`src/rtl/interval_meter_16_pkg.sv`:
```
`default_nettype none
// ============================================================================
// Module      : interval_meter_16_pkg
// Description : Shared definitions for the interval meter: FSM state
//               encoding and the default counter width.
// Revision    : 1.0 - initial release
// ============================================================================
package interval_meter_16_pkg;

    localparam int DEFAULT_WIDTH = 16;

    typedef enum logic [0:0] {
        ST_IDLE = 1'b0,
        ST_RUN  = 1'b1
    } state_t;

endpackage
`default_nettype wire

```
`src/rtl/interval_meter_16_prescale_tick.sv`:
```
`default_nettype none
// ============================================================================
// Module      : interval_meter_16_prescale_tick
// Description : Modulo-PRESCALE tick generator with synchronous clear.
//               Emits a one-cycle tick every PRESCALE enabled cycles; with
//               PRESCALE=1 the tick is constantly high while enabled.
// Ports       : clk      - system clock
//               reset    - synchronous active-high reset
//               clear_i  - restart the count; the first tick then lands
//                          PRESCALE enabled cycles later
//               enable_i - count this cycle
//               tick_o   - one-cycle tick
// Revision    : 1.0 - initial release
// ============================================================================
module interval_meter_16_prescale_tick #(
    parameter int PRESCALE = 1
) (
    input  logic clk,
    input  logic reset,
    input  logic clear_i,
    input  logic enable_i,
    output logic tick_o
);

    // A 1-bit counter is kept even for PRESCALE=1; it then stays at zero,
    // which equals LAST, so the tick simply follows enable.
    localparam int             CW   = (PRESCALE > 1) ? $clog2(PRESCALE) : 1;
    localparam logic [CW-1:0]  LAST = CW'(PRESCALE - 1);

    logic [CW-1:0] cnt_q;
    logic [CW-1:0] cnt_d;

    always_comb begin
        cnt_d = cnt_q;
        if (clear_i) begin
            cnt_d = '0;
        end else if (enable_i) begin
            cnt_d = (cnt_q == LAST) ? '0 : cnt_q + 1'b1;
        end
    end

    always_ff @(posedge clk) begin
        if (reset) begin
            cnt_q <= '0;
        end else begin
            cnt_q <= cnt_d;
        end
    end

    assign tick_o = enable_i && !clear_i && (cnt_q == LAST);

endmodule
`default_nettype wire

```
`src/rtl/interval_meter_16.sv`:
```
`default_nettype none
// ============================================================================
// Module      : interval_meter_16
// Description : Measures the interval between a start and a stop pulse in
//               prescaled ticks, with an optional timeout limit.
// Ports       : clk       - system clock (rising edge)
//               reset     - synchronous active-high reset
//               start     - begin measurement (ignored while running)
//               stop      - end measurement (ignored while idle)
//               max_count - timeout limit in ticks, 0 = all-ones
//               count     - last measured interval, held until next result
//               valid     - one-cycle pulse when count/overflow update
//               overflow  - last result was ended by timeout
//               busy      - measurement in progress
// Revision    : 1.0 - initial release
// ============================================================================
module interval_meter_16
    import interval_meter_16_pkg::*;
#(
    parameter int WIDTH    = DEFAULT_WIDTH,
    parameter int PRESCALE = 1
) (
    input  logic             clk,
    input  logic             reset,
    input  logic             start,
    input  logic             stop,
    input  logic [WIDTH-1:0] max_count,
    output logic [WIDTH-1:0] count,
    output logic             valid,
    output logic             overflow,
    output logic             busy
);

    state_t           state_q, state_d;
    logic [WIDTH-1:0] cnt_q, cnt_d;
    logic [WIDTH-1:0] count_q, count_d;
    logic             ovf_q, ovf_d;
    logic             valid_q, valid_d;

    logic             w_tick;
    logic             w_clear;
    logic             w_run;
    logic [WIDTH-1:0] w_limit;
    logic [WIDTH:0]   w_next;

    assign w_run   = (state_q == ST_RUN);
    assign w_limit = (max_count == '0) ? '1 : max_count;
    // One extra bit so a lowered limit below the running count still
    // compares correctly and nothing can wrap.
    assign w_next  = {1'b0, cnt_q} + 1'b1;

    interval_meter_16_prescale_tick #(
        .PRESCALE (PRESCALE)
    ) u_prescale (
        .clk      (clk),
        .reset    (reset),
        .clear_i  (w_clear),
        .enable_i (w_run),
        .tick_o   (w_tick)
    );

    always_comb begin
        state_d = state_q;
        cnt_d   = cnt_q;
        count_d = count_q;
        ovf_d   = ovf_q;
        valid_d = 1'b0;
        w_clear = 1'b0;
        case (state_q)
            ST_IDLE: begin
                if (start) begin
                    state_d = ST_RUN;
                    cnt_d   = '0;
                    w_clear = 1'b1;
                end
            end
            ST_RUN: begin
                if (stop) begin
                    // The tick on the stop edge itself is included.
                    count_d = w_tick ? w_next[WIDTH-1:0] : cnt_q;
                    ovf_d   = 1'b0;
                    valid_d = 1'b1;
                    state_d = ST_IDLE;
                end else if (w_tick && (w_next >= {1'b0, w_limit})) begin
                    count_d = w_limit;
                    ovf_d   = 1'b1;
                    valid_d = 1'b1;
                    state_d = ST_IDLE;
                end else if (w_tick) begin
                    cnt_d = w_next[WIDTH-1:0];
                end
            end
            default: state_d = ST_IDLE;
        endcase
    end

    always_ff @(posedge clk) begin
        if (reset) begin
            state_q <= ST_IDLE;
            cnt_q   <= '0;
            count_q <= '0;
            ovf_q   <= 1'b0;
            valid_q <= 1'b0;
        end else begin
            state_q <= state_d;
            cnt_q   <= cnt_d;
            count_q <= count_d;
            ovf_q   <= ovf_d;
            valid_q <= valid_d;
        end
    end

    assign count    = count_q;
    assign valid    = valid_q;
    assign overflow = ovf_q;
    assign busy     = w_run;

endmodule
`default_nettype wire

```
`config.mk`:
```
export PLATFORM = sky130hd
export DESIGN_NAME = interval_meter_16
export DESIGN_NICKNAME = d
export VERILOG_FILES = /design/src/rtl/interval_meter_16_pkg.sv /design/src/rtl/interval_meter_16_prescale_tick.sv /design/src/rtl/interval_meter_16.sv
export SDC_FILE = /design/constraint.sdc
export NUM_CORES = 1
export LEC_CHECK = 0
export ABC_AREA = 1
export CORE_MARGIN = 2
export CORE_UTILIZATION = 62
export CTS_BUF_LIST = sky130_fd_sc_hd__clkbuf_4 sky130_fd_sc_hd__clkbuf_8
export DETAILED_ROUTE_END_ITERATION = 7
export GPL_TIMING_DRIVEN = 0
export PLACE_DENSITY = 0.88
export SLEW_MARGIN = 15
export SYNTH_ARGS = -nofsm -noshare
export SYNTH_HDL_FRONTEND = slang
export SYNTH_SLANG_ARGS = --single-unit
```
`constraint.sdc`:
```
create_clock -name clk -period 9.9 [get_ports clk]
set_input_delay 2.97 -clock clk [delete_from_list [all_inputs] [get_ports clk]]
set_output_delay 2.97 -clock clk [all_outputs]
set_load 0.03 [all_outputs]
```
# ---- Word-level counts from Yosys, hierarchy flattened
# Cells that the tools add are included.
dict set report op_classes {
  addsub 2
  n_mul 0
  div_mod_pow 0
  n_lt_le_gt_ge 1
  n_eq_ne 3
  n_shift 0
  muxes 18
  bitwise 2
  n_reduce_logical 10
}
# cell count
set ops {}
lappend ops {{$mux 16} 7}
lappend ops {{$pmux 16 s2} 1}
lappend ops {{$add 16x1->17 const B} 1}
lappend ops {{$ge 17x16->1} 1}
lappend ops {{$logic_not 16->1} 1}
lappend ops {{$mux 1} 9}
lappend ops {{$ne 2x2->1 const B} 3}
lappend ops {{$reduce_or 2->1} 2}
lappend ops {{$logic_and 1x1->1} 3}
lappend ops {{$reduce_and 3->1} 1}
lappend ops {{$not 1->1} 2}
lappend ops {{$pmux 1 s2} 1}
lappend ops {{$reduce_and 2->1} 1}
lappend ops {{$reduce_bool 2->1} 1}
lappend ops {{$add 1x1->1 const B} 1}
lappend ops {{$logic_not 1->1} 1}
dict set report totals {
  register_bits 36
  latch_bits 0
  ram_bits 0
  rom_bits 0
  word_cells 42
  n_memories 0
}

# ---- Longest topological paths before layout
# Gate-level depths: netlist of the first run.
dict set report depth {
  ltp_word 9
  mapped_depth 20
  ltp_nobuf 19
}

# ---- Hierarchy
# A second synthesis of the first run with hierarchy kept.
dict set report hier_totals {
  cells_unflattened 418
  hier_area_um2 2621.3
}
# mod n_inst cells_per_inst area_each_um2 seq_area_each_um2
set modules_own_cells {}
lappend modules_own_cells {interval_meter_16 1 416 2611.3 700.7}
lappend modules_own_cells {interval_meter_16_prescale_tick 1 2 10.0 0.0}

# ---- Worst setup path after synthesis of the first run
# No wires, ideal clock.
dict set report synth_timing {
  path_type {input to register}
  startpoint {in max_count[6]}
  endpoint {reg cnt_q[10]}
  arrival_time_ns 5.086
  required_time_ns 9.768
  setup_slack_ns 4.682
  stages 18
  path_buffers 3
  path_cell_list {nor2_1 > nand2_1 > nor2_1 > nand2_1 > inv_1 > buf_2 > nor2_1 > ha_1 > nand2_1 > nor2_1 > nand2_1 > o21ai_0 > nand2_1 > and2_1 > buf_2 > buf_4 > nand4_1 > a21oi_1}
}
dict set report synth_between {
  elab_chain_len 6
}
# item line_no
set synth_lines {}
lappend synth_lines {{from (decl)} interval_meter_16.sv:27} ;# input logic [WIDTH-1:0] max_count,
lappend synth_lines {{$logic_not 16->1} interval_meter_16.sv:47} ;# assign w_limit = (max_count == '0) ? '1 : max_count;
lappend synth_lines {{$mux 16 (*)} interval_meter_16.sv:47}
lappend synth_lines {{$ge 17x16->1 (*)} interval_meter_16.sv:84} ;# end else if (w_tick && (w_next >= {1'b0, w_limit})) begin
lappend synth_lines {{$logic_and 1x1->1 (*)} interval_meter_16.sv:84}
lappend synth_lines {{$ne 2x2->1 (no source line) (*)} -}
lappend synth_lines {{$reduce_and 3->1 (no source line) (*)} -}
lappend synth_lines {{to (signal assigned)} interval_meter_16.sv:106} ;# cnt_q <= cnt_d;
lappend synth_lines {{to (decl)} interval_meter_16.sv:35} ;# logic [WIDTH-1:0] cnt_q, cnt_d;
# Mark *: on every way between the ends. The rest lies on a longest branch, timed or not.
# A chain may end at the register's enable or synchronous reset.

# ---- Worst setup path in the final report of the first run
dict set report layout_timing {
  startpoint {in max_count[7]}
  endpoint {reg cnt_q[9]}
}
# The elaborated chain is that of the path after synthesis.

==> results.tsv, run 1 <==
metric	value	unit
crit_arrival	6.18	ns
portBuffers	37	
tightest_slew	0.5701	ns
rows	24	
final.min_clock_period	6.028	ns
htreeDepth	2	
ios	39	
core-area	4384	µm²
setup_tns	0	ns
die_w	71.54	µm
ant_nets	0	
clk_latency	0.29	ns
whs_path_depth	2	
p_int	234.1	µW
gp_congestion	0.9340	
synth_compound_area_share	10.66	%
area_growth	19.07	%
cts.path.max_buffers	2	
p_total	328.2	µW
syn_area	2828	µm²
syn_avg_cell_area	6.546	µm²
nets	514	
r2r_start	cnt_q[0]	
n_antenna_cell	0	
synthesis.instances	432	
drc	0	
grt_pass1_vias	2951	
grt_usage	34.40	%
power_frac_clock	35.9	%
status	complete, no violations	
hpwl	6.419	mm
synth-xor-area-share	1.858	%
grt_max_degree	11	
pwr-share-comb	19.6	%
yosysWarningCount	0	
worst_path_max_delay_cell	clkdlybuf4s50_1	
slew-limit-headroom	61.99	%
cp-end-kind	flop	
syn_nets	470	
seq_area_frac_synth	24.78	%
r2r_setup_slack	6.74	ns
power_frac_seq	44.5	%
fin_skew	0.006420	ns
drtIter0Drc	288	
synth_mux_area_share	0	%
crit_fanout	10	
postCtsHoldBufs	0	
die_h	71.54	µm
crit_type	in -> reg	
clkSinkCount	35	
worstHoldEndpoint	count[7]	
holdCritPathClass	reg -> reg	
cpPeakStageDelay	0.45	ns
start_util	64.50	%
cts-root-buf	clkbuf_8	
whs	0.4609	ns
hold_viol	0	
crit_required	10.05	ns
grt_overflow_total	0	
routed_wl	8.307	mm
cp_common_cell	nand2_1	
netSwitchingPower	94.13	µW
firstDrtPassIters	5	
ys_ff_latch	35	
maxSlewViolCount	0	
synthAdderAreaFrac	7.965	%
rsz0062_at_grt	no	
dieArea	5117	µm²
path_clk_slew	0.07	ns
drive_above_1_share	9.224	%
tritoncts	done	
wl_per_cell	15.70	µm
cts.repair.resized	0	
fin_crit_sh	60.89	%
routed_via_density	6.081	
hp-start	count[7]	
yosys.area_share.simple	44.25	%
cp-start-kind	input port	
num_vias	3217	
crit_chain	clkdlybuf4s50_1 -> nor2_1 -> nand2_1 -> nor2_1 -> nand2_1 -> inv_1 -> buf_2 -> nor2_1 -> ha_1 -> nand2_1 -> nor2_1 -> nand2_1 -> o21ai_0 -> nand2_1 -> and2_1 -> buf_2 -> buf_4 -> nand4_1 -> a21oi_1	
reg2reg_depth	17	
drv_cap	0	
r2r_end	cnt_q[9]	
grt_pass1_wl	13.79	mm
synth_top_family_by_area	simple AND/OR/NAND/NOR gates	
final_cell_area	3367	µm²
max_freq	165.9	MHz
powerDensity	97.47	nW/µm²
synth_cell_types	33	
finalSetupViolations	0	
post_cts_buffers	0	
place_area	3263	µm²
cts_buffers	5	
p_leak	0.001543	µW
ir_worst_vdd	0.08274	mV
grt_antenna_before_repair	0	
switching_share	28.68	%
==> final cells by class <==
cell class              count  area, µm²
well taps                  52      65.06
plain buffers              22      116.4
multi-input cells         327       1831
repair buffers             37      370.4
clock buffers               8      103.9
inverters                  48      180.2
fillers                   360       1017
flip-flops and latches     35      700.7
==> through the flow <==
| step | utilization [%] | cells | worst slack (ns) |
|---|---|---|---|
| after floorplan | - | 432 | 4.682 |
| after global placement | 74.43 | 521 | 3.743 |
| after detailed placement | 74.43 | 521 | 3.668 |
| after CTS | 76.80 | 529 | 3.999 |
| after global routing | 76.80 | 529 | 3.686 |
| final | 76.80 | 529 | 3.872 |
==> critical path, delay by kind of cell <==
| family | cells | cell delay (ns) |
|---|---|---|
| simple gates | 11 | 1.49 |
| buf+inv | 5 | 1.21 |
| fa+ha+maj | 1 | 0.29 |
| compound gates | 2 | 0.23 |
==> cells in the final DEF (no fill, tap or decap), types with 3 or more instances in the layout <==
cell type,instances
inv_1,45
o21ai_0,14
ha_1,18
dfxtp_1,35
buf_1,3
nand3_1,39
clkdlybuf4s50_1,37
xor2_1,6
a21oi_1,36
nand2_1,94
nand4_1,35
nand2_2,3
clkbuf_8,7
nor2_1,49
nand3_2,10
buf_2,8
clkbuf_1,8
nor2_4,3
==> power by group through the flow <==
stage                     combinational [µW]  clock [µW]  sequential [µW]
final                                   64.3         118              146
after global placement                  61.1           0              149
after CTS                               62.6         120              146
after floorplan                         33.3           0              154
after global routing                    70.1         126              146
after detailed placement                62.2           0              149
==> metal layers <==
metal	GRT usage [%]	wire length, µm	up-vias
met4	14.88	208	0
met5	0	0	-
met1	44.19	3397	1483
met3	6.892	778	24
li1	-	-	1528
met2	56.07	3922	182
==> synthesized netlist by cell type (all sizes together) <==
library cell	instances	area, µm²
nand3	49	295.3
a21oi	36	180.2
nor3	2	10.01
dfxtp	35	700.7
o211ai	1	7.510
nand4	37	261.5
o21ai	14	70.07
buf	14	86.33
o21bai	2	15.01
xor2	6	52.55
inv	46	172.7
nand3b	1	7.510
clkbuf	8	30.03
and2	2	12.51
nand2	100	414.1
o22ai	2	12.51
ha	18	225.2
o2bb2ai	1	8.760
clkinv	2	7.510
a21o	1	7.510
nor2	55	250.2
==> sequential cells by signal, summed over array words and instances (netlist names) <==
signal    count
busy          1
valid         1
overflow      1
count        16
cnt_q        16
==> worst max path at each step <==
stage | to | start | slack [ns]
3_5_place_dp | cnt_q[9] | max_count[7] | 3.67
5_1_grt | cnt_q[9] | max_count[15] | 3.69
6_report | cnt_q[9] | max_count[7] | 3.87
2_1_floorplan | cnt_q[10] | max_count[6] | 4.68
4_1_cts | cnt_q[9] | max_count[7] | 4.00
3_3_place_gp | cnt_q[8] | max_count[6] | 3.74
==> cell families (layout without fill, tap and decap cells) <==
group | count (synthesis) | after routing
simple gates | 246 | 246
xor+xnor | 6 | 6
fa+ha+maj | 18 | 18
compound gates | 57 | 57
flops | 35 | 35
buf+inv | 70 | 115
Power figures use the tool's default switching activity.
==> inputs of run 2 (changes only) <==
--- a/config.mk
+++ b/config.mk
@@ -7,11 +7,11 @@
 export LEC_CHECK = 0
 export ABC_AREA = 1
 export CORE_MARGIN = 2
-export CORE_UTILIZATION = 62
+export CORE_UTILIZATION = 52
 export CTS_BUF_LIST = sky130_fd_sc_hd__clkbuf_4 sky130_fd_sc_hd__clkbuf_8
 export DETAILED_ROUTE_END_ITERATION = 7
 export GPL_TIMING_DRIVEN = 0
-export PLACE_DENSITY = 0.88
+export PLACE_DENSITY = 0.78
 export SLEW_MARGIN = 15
 export SYNTH_ARGS = -nofsm -noshare
 export SYNTH_HDL_FRONTEND = slang
==> constraint.sdc (replaced) <==
create_clock -name clk -period 5.1 [get_ports clk]
set_input_delay 1.53 -clock clk [delete_from_list [all_inputs] [get_ports clk]]
set_output_delay 1.53 -clock clk [all_outputs]
set_load 0.03 [all_outputs]
==> run 2 against run 1 <==
Net effect: clock-buffer cell count unchanged; global-route usage down 5.8 points; worst hold slack lost 0.0070 ns; sequential cell count did not move; clock skew up 0.0026 ns; non-clock buffer count unchanged.
==> results.tsv, run 2 (synthesis gave the netlist of run 1 again) <==
metric	value	unit
n_antenna_cell	0	
drtIter0Drc	227	
crit_required	5.26	ns
htreeDepth	2	
setup_tns	0	ns
cp-end-kind	flop	
hp-start	count[0]	
gp_congestion	0.9272	
postCtsHoldBufs	0	
slew-limit-headroom	59.91	%
fin_util	65.53	%
drv_cap	0	
grt_pass1_vias	2790	
most-common-layout-cells	nand2_1, nor2_1, inv_1, nand3_1, clkdlybuf4s50_1	
rows	26	
die_w	77.74	µm
drc	0	
cts-root-buf	clkbuf_8	
crit_fanout	10	
path_clk_slew	0.07	ns
dieArea	6044	µm²
routed_via_density	5.638	
grt_antenna_before_repair	0	
use_met2	45.17	%
firstDrtPassIters	4	
cp-start-kind	input port	
cpPeakStageDelay	0.45	ns
portBuffers	37	
status	complete, no violations	
grt_pass1_wl	13.46	mm
cts_buffers	5	
worst_path_max_delay_cell	clkdlybuf4s50_1	
worstHoldEndpoint	count[0]	
multi_input_area	1831	µm²
routed_wl	8.377	mm
cts.repair.resized	0	
wl_per_cell	15.31	µm
cts.path.max_buffers	2	
max_freq	218.3	MHz
final.min_clock_period	4.581	ns
place_area	3286	µm²
r2r_start	cnt_q[0]	
maxSlewViolCount	0	
clk_latency	0.30	ns
clkSinkCount	35	
cp_common_cell	nand2_1	
num_vias	3084	
rsz0062_at_grt	no	
crit_type	in -> reg	
start_util	54.67	%
area_growth	19.87	%
fill_cells	479	
final_common_cell	nand2_1	
ir_worst_vdd	0.1583	mV
holdCritPathClass	reg -> reg	
reg2reg_depth	17	
crit_arrival	4.74	ns
powerDensity	189.5	nW/µm²
ant_nets	0	
ios	39	
p_leak	0.001543	µW
drive_above_1_share	9.224	%
fin_skew	0.009052	ns
whs_path_depth	2	
hold_viol	0	
tritoncts	done	
nets	514	
r2r_setup_slack	1.93	ns
core-area	5172	µm²
post_cts_buffers	0	
register_area	700.7	µm²
finalSetupViolations	0	
grt_overflow_total	0	
grt_max_degree	11	
grt.busiest_layer	met2	
crit_chain	clkdlybuf4s50_1 -> nor2_1 -> nand2_1 -> nor2_1 -> nand2_1 -> inv_1 -> buf_2 -> nor2_1 -> ha_1 -> nand2_1 -> nor2_1 -> nand2_1 -> o21ai_0 -> nand2_1 -> and2_1 -> buf_2 -> buf_4 -> nand4_1 -> a21oi_1	
tightest_slew	0.6014	ns
fin_crit_sh	89.83	%
grt_usage	28.62	%
use_met1	38.28	%
final_cell_area	3390	µm²
r2r_end	cnt_q[13]	
die_h	77.74	µm
grtUsageMet3	5.000	%
hpwl	6.666	mm
## run 2: cell counts in the layout (fill, tap and decap cells not counted)
Identical to the previous run, type by type.
## run 2: worst max path at each step
| stage | start | cells past startpoint | endpoint |
|---|---|---|---|
| 2_1_floorplan | max_count[6] | 18 | cnt_q[10] |
| 3_3_place_gp | max_count[7] | 19 | cnt_q[9] |
| 3_5_place_dp | max_count[6] | 19 | cnt_q[9] |
| 4_1_cts | max_count[6] | 19 | cnt_q[9] |
| 5_1_grt | max_count[0] | 19 | cnt_q[9] |
| 6_report | max_count[7] | 19 | cnt_q[13] |
## run 2: stage by stage
step / setup WS, ns / std cells / power [µW] / hold WS, ns
floorplan: 1.322 / 432 / 363.2 / 0.4859
global placement: 0.3171 / 539 / 410.1 / 0.4468
detailed placement: 0.2866 / 539 / 411.4 / 0.4500
CTS: 0.5907 / 547 / 643.1 / 0.4594
global route: 0.2781 / 547 / 669.4 / 0.4682
finish: 0.5188 / 547 / 642.4 / 0.4540
## run 2: worst max-delay path, delay by kind of cell
family	cells	cell delay [ns]
compound gates	2	0.23
simple gates	11	1.47
fa+ha+maj	1	0.31
buf+inv	5	1.20
## run 2: layout make-up
class	instances	area share, %
Inverter	48	5.316
Sequential cell	35	20.67
Buffer	22	3.433
Clock buffer	8	3.064
Tap cell	70	2.584
Timing Repair Buffer	37	10.93
Multi-Input combinational cell	327	54.01
## run 2: power breakdown
| group | switching [µW] | internal (µW) | total (µW) |
|---|---|---|---|
| Combinational | 77.3 | 46.7 | 124 |
| Sequential | 4.59 | 279 | 284 |
| Clock | 106 | 129 | 235 |
## run 2: metal layers
layer  vias to the layer above  share of wire [%]
met5                         -                  0
met4                         0                2.7
met3                        17                6.9
met2                       105                 46
met1                      1426                 44
li1                       1536                  -
==> RTL edit 1, RTL diff (settings of run 2) <==
The package constant `DEFAULT_WIDTH` goes from 16 to 12.
--- a/src/rtl/interval_meter_16_pkg.sv
+++ b/src/rtl/interval_meter_16_pkg.sv
@@ -8,5 +8,5 @@
 package interval_meter_16_pkg;
 
-    localparam int DEFAULT_WIDTH = 16;
+    localparam int DEFAULT_WIDTH = 12;
 
     typedef enum logic [0:0] {
Ports: changed (resized count and max_count); port bits go from 39 to 31. The function was not compared with the original's and may differ.
==> RTL edit 1 against run 2 <==
Area after synthesis decreased by 30%; largest power group unchanged; highest routed layer unchanged; final area down 30%; sequential cell count shrank 8; wire length down 38%; combinational power fell by 26%; power is 31% lower; critical endpoint is now cnt_q[8]; clock skew shrank 6.4 ps; worst setup slack gained 470 ps; clock power shrank 44%.
==> RTL edit 1: results (changes against run 2) <==
* Routed length on met2 at 2277 um (-41%)
* Syn_nets at 348 (-26%)
* First-pass iteration count of the detailed router at 6 (+2)
* H-Tree Depth at 1 (-1)
* Cts bufs inserted at 3 (-2)
* Post-DP HPWL at 4153 um (-38%)
* Met3 WL at 311 um (-46%)
* First-pass GRT wire length at 8735 um (-35%)
* Power share of the clock group at 29.5% (-7.1 points)
* Max layer used: met4
* Max VDD drop at 0.2076 mV (+31%)
* Layout cells sized above 1 at 4.830% (-4.4 points)
* Synth cell count leaders: 75 x nand2_1, 45 x inv_1, 40 x nor2_1
* Vias per Instance at 5.218 (-7.5%)
* Ys Warns at 0 (unchanged)
* Wire per inst at 12.89 um (-16%)
* Seq power at 0.221 mW (-22%)
* IO buf count at 30 (-19%)
* Number of global-route vias before repair at 1955 (-30%)
* Top Family by Delay on Critical Path: simple AND/OR/NAND/NOR gates
* Asr flop ratio synth at 0% (unchanged)
* Sw power at 0.1331 mW (-29%)
* Filler Cell Count at 356 (-26%)
* Final Wtd Congestion at 0.9135 (-1.5%)
* Final layout net count at 383 (-25%)
* Clock Tree Buf Depth at 2 (unchanged)
* Synth top area cells: dfxtp_1 27%, nand2_1 14%, nand3_1 9.1%
* Gr usage total at 25.79% (-2.8 points)
* Post-CTS setup buffer count at 0 (unchanged)
* Max FO, Critical Path at 10 (unchanged)
* Main synth FF type: dfxtp_1
* Largest net degree at the start of global routing at 18 (+7)
* Placement Cell Area at 2336 sq um (-29%)
* Worst EP arrival at 4320 ps (-420 ps)
* N_diodes at 0 (unchanged)
* Initial antenna violation count at 0 (unchanged)
* Skew-Pair Late Insertion Delay at 280 ps (-20 ps)
* Seq/Total Area, Yosys at 27.36% (+2.6 points)
* Pleak at 1.194 nW (-23%)
* Clock Pin Slew Worst Setup and Hold Paths at 100 ps (+30 ps)
* Status: finished, final reports clean
* M1 WL at 2503 um (-33%)
* Worst rel slew slack at 67.56% (+7.6 points)
* P_int at 0.3115 mW (-31%)
* Netlist cell types at 26 (-21%)
* Post-Route Skew at 2.620 ps (-6.432 ps)
* DR iter-0 viols at 117 (-48%)
RTL edit 1: logic make-up after synthesis:
logic type / after synthesis / synth area share (%)
AOI/OAI and AO/OA: 44 / 11.40
and+or+nand+nor: 171 / 38.89
DFF: 27 / 27.36
adders and majority gates: 14 / 8.866
buffers and inverters: 58 / 11.72
xor gates and xnor gates: 4 / 1.773
RTL edit 1: area by class of cell:
type | count | share of cell area (%)
clock buffer | 3 | 1.730
inverter | 47 | 7.394
multi-input combinational | 233 | 50.45
timing repair buffer | 30 | 12.59
sequential | 27 | 22.65
tap | 48 | 2.517
buffer | 11 | 2.307
clock inverter | 1 | 0.3671
RTL edit 1: tightest hold or removal path, delay by kind of cell (launching register included):
| kind | cells | cell delay [ps] |
|---|---|---|
| and+or+nand+nor | 2 | 100 |
| DFF | 1 | 320 |
RTL edit 1: worst paths after layout:
path	cells after the start	from	slack (ps)	end
max	18	max_count[2]	990	cnt_q[8]
min	2	count[11]	460	count[11]
max reg2reg	17	cnt_q[0]	2290	cnt_q[8]
min reg2reg	2	count[11]	460	count[11]
RTL edit 1: stage by stage:
| stage | setup WS, ps | utilization, % | std cells |
|---|---|---|---|
| 6_report | 986.7 | 65.17 | 400 |
| 5_1_grt | 604.7 | 65.17 | 400 |
| 4_1_cts | 1010 | 65.17 | 400 |
| 3_5_place_dp | 717.7 | 63.81 | 396 |
| 3_3_place_gp | 729.6 | 63.81 | 396 |
| 2_1_floorplan | 1564 | - | 318 |
RTL edit 1: metal layers:
metal / vias to the layer above / track usage, %
met3: 6 / 3.767
li1: 1091 / -
met5: - / 0
met4: 0 / 4.427
met2: 72 / 42.30
met1: 918 / 36.23
==> RTL edit 2, RTL diff (flow settings as in run 2) <==
Without the edit above. Register the output `count` once more, cleared by the reset; this adds one clock of latency there. The other outputs are not delayed to match. Comments in the files are not updated.
--- a/src/rtl/interval_meter_16.sv
+++ b/src/rtl/interval_meter_16.sv
@@ -111,5 +111,11 @@
     end
 
-    assign count    = count_q;
+    always_ff @(posedge clk) begin
+        if (reset) begin
+            count <= '0;
+        end else begin
+            count <= count_q;
+        end
+    end
     assign valid    = valid_q;
     assign overflow = ovf_q;
Function: changed (Yosys sat finds a counterexample within 4 cycles, from zero or initial values and one cycle with reset high).
==> RTL edit 2 against run 2 <==
Power up 26%; worst setup slack better by 160 ps; final area up 14%; combinational power down 7%; sequential cell count up 16; area after synthesis up 16%; wire length down 5.3%; highest routed layer unchanged.
==> RTL edit 2: results (changes against run 2) <==
* Status: finished, final reports clean
* Post-Route Skew at 6.272 ps (-2.780 ps)
* Flops & latches, synth at 51 (+46%)
* Synth top area cells: dfxtp_1 31%, nand2_1 8.9%, nor2_1 7.3%
* Adder-Cell Fraction of Synth Area at 6.868% (-1.1 points)
* R2R depth at 18 (+1)
* Hold endpoint: count[8]
* Final Wtd Congestion at 0.9607 (+3.6%)
* Filler Cell Count at 543 (+13%)
* Worst rel slew slack at 47.24% (-13 points)
* Layout cells sized above 1 at 17.14% (+7.9 points)
* Wire per inst at 14.04 um (-8.3%)
* Reg-to-Reg End: cnt_q[15]
* Multi-input logic area at 1916 sq um (+4.6%)
* Hold Path Origin: count_q[8]
* P_int at 0.5932 mW (+31%)
* Layout non-clock buf frac at 13.26% (-1.1 points)
* ClkCell Share at 2.762% (-0.30 points)
* First-pass iteration count of the detailed router at 7 (+3)
* DR iter-0 viols at 147 (-35%)
* Post-DP HPWL at 6212 um (-6.8%)
* Syn_nets at 484 (+3.0%)
* Max VDD drop at 0.1588 mV (+0.31%)
* Clock Pin Slew Worst Setup and Hold Paths at 100 ps (+30 ps)
* R2r setup slk at 1810 ps (-120 ps)
* Synth Area in Compound Gates at 13.58% (+2.9 points)
* Non-clock inverter count in the final layout at 54 (+13%)
* Fin Hold WS at 425.6 ps (-28.36 ps)
## RTL edit 2: worst max path at each step
stage	slack (ps)	start	cells after the start	to
finish	680	max_count[2]	16	cnt_q[15]
global route	430	max_count[2]	16	cnt_q[15]
CTS	720	max_count[2]	16	cnt_q[1]
detailed placement	410	max_count[2]	16	cnt_q[1]
global placement	460	max_count[2]	16	cnt_q[13]
floorplan	1480	max_count[2]	15	cnt_q[15]
## RTL edit 2: power groups by stage
stage,registers [mW],clock network [mW],logic (mW)
after floorplan,0.426,0,0.0637
after detailed placement,0.421,0,0.113
final,0.412,0.282,0.115
after global placement,0.421,0,0.111
after global routing,0.413,0.304,0.126
after CTS,0.412,0.288,0.114
## RTL edit 2: per-layer routing
layer | vias to the layer above | share of wire, % | wire length, um | track usage [%]
met5 | - | 0 | 0 | 0
met4 | 0 | 2.7 | 214 | 8.358
met3 | 17 | 5.1 | 405 | 3.579
met2 | 98 | 48 | 3779 | 38.78
met1 | 1357 | 45 | 3535 | 30.60
li1 | 1530 | - | - | -
## RTL edit 2: per-stage QoR
stage               power, mW  util [%]  cells  area [sq um]  setup WS (ps)
finish                 0.8085     64.26    565          3850          676.5
global route           0.8434     64.26    565          3850          429.6
floorplan              0.4900         -    446          3279           1479
global placement       0.5319     62.49    558          3744          460.1
CTS                    0.8135     64.26    565          3850          720.9
detailed placement     0.5340     62.49    558          3744          409.4
## RTL edit 2: critical path, cell delays in order
cell and delay [ps]:
clkdlybuf4s50_1 450, nor2_1 120, nand4_1 160, nor2_1 150, clkbuf_1 420, nor2_1 100
ha_1 310, nand2_1 90, inv_1 40, a21oi_1 180, o21ai_0 150, a21oi_2 280
nand4_4 200, buf_2 240, nand3_1 100, a21oi_2 60
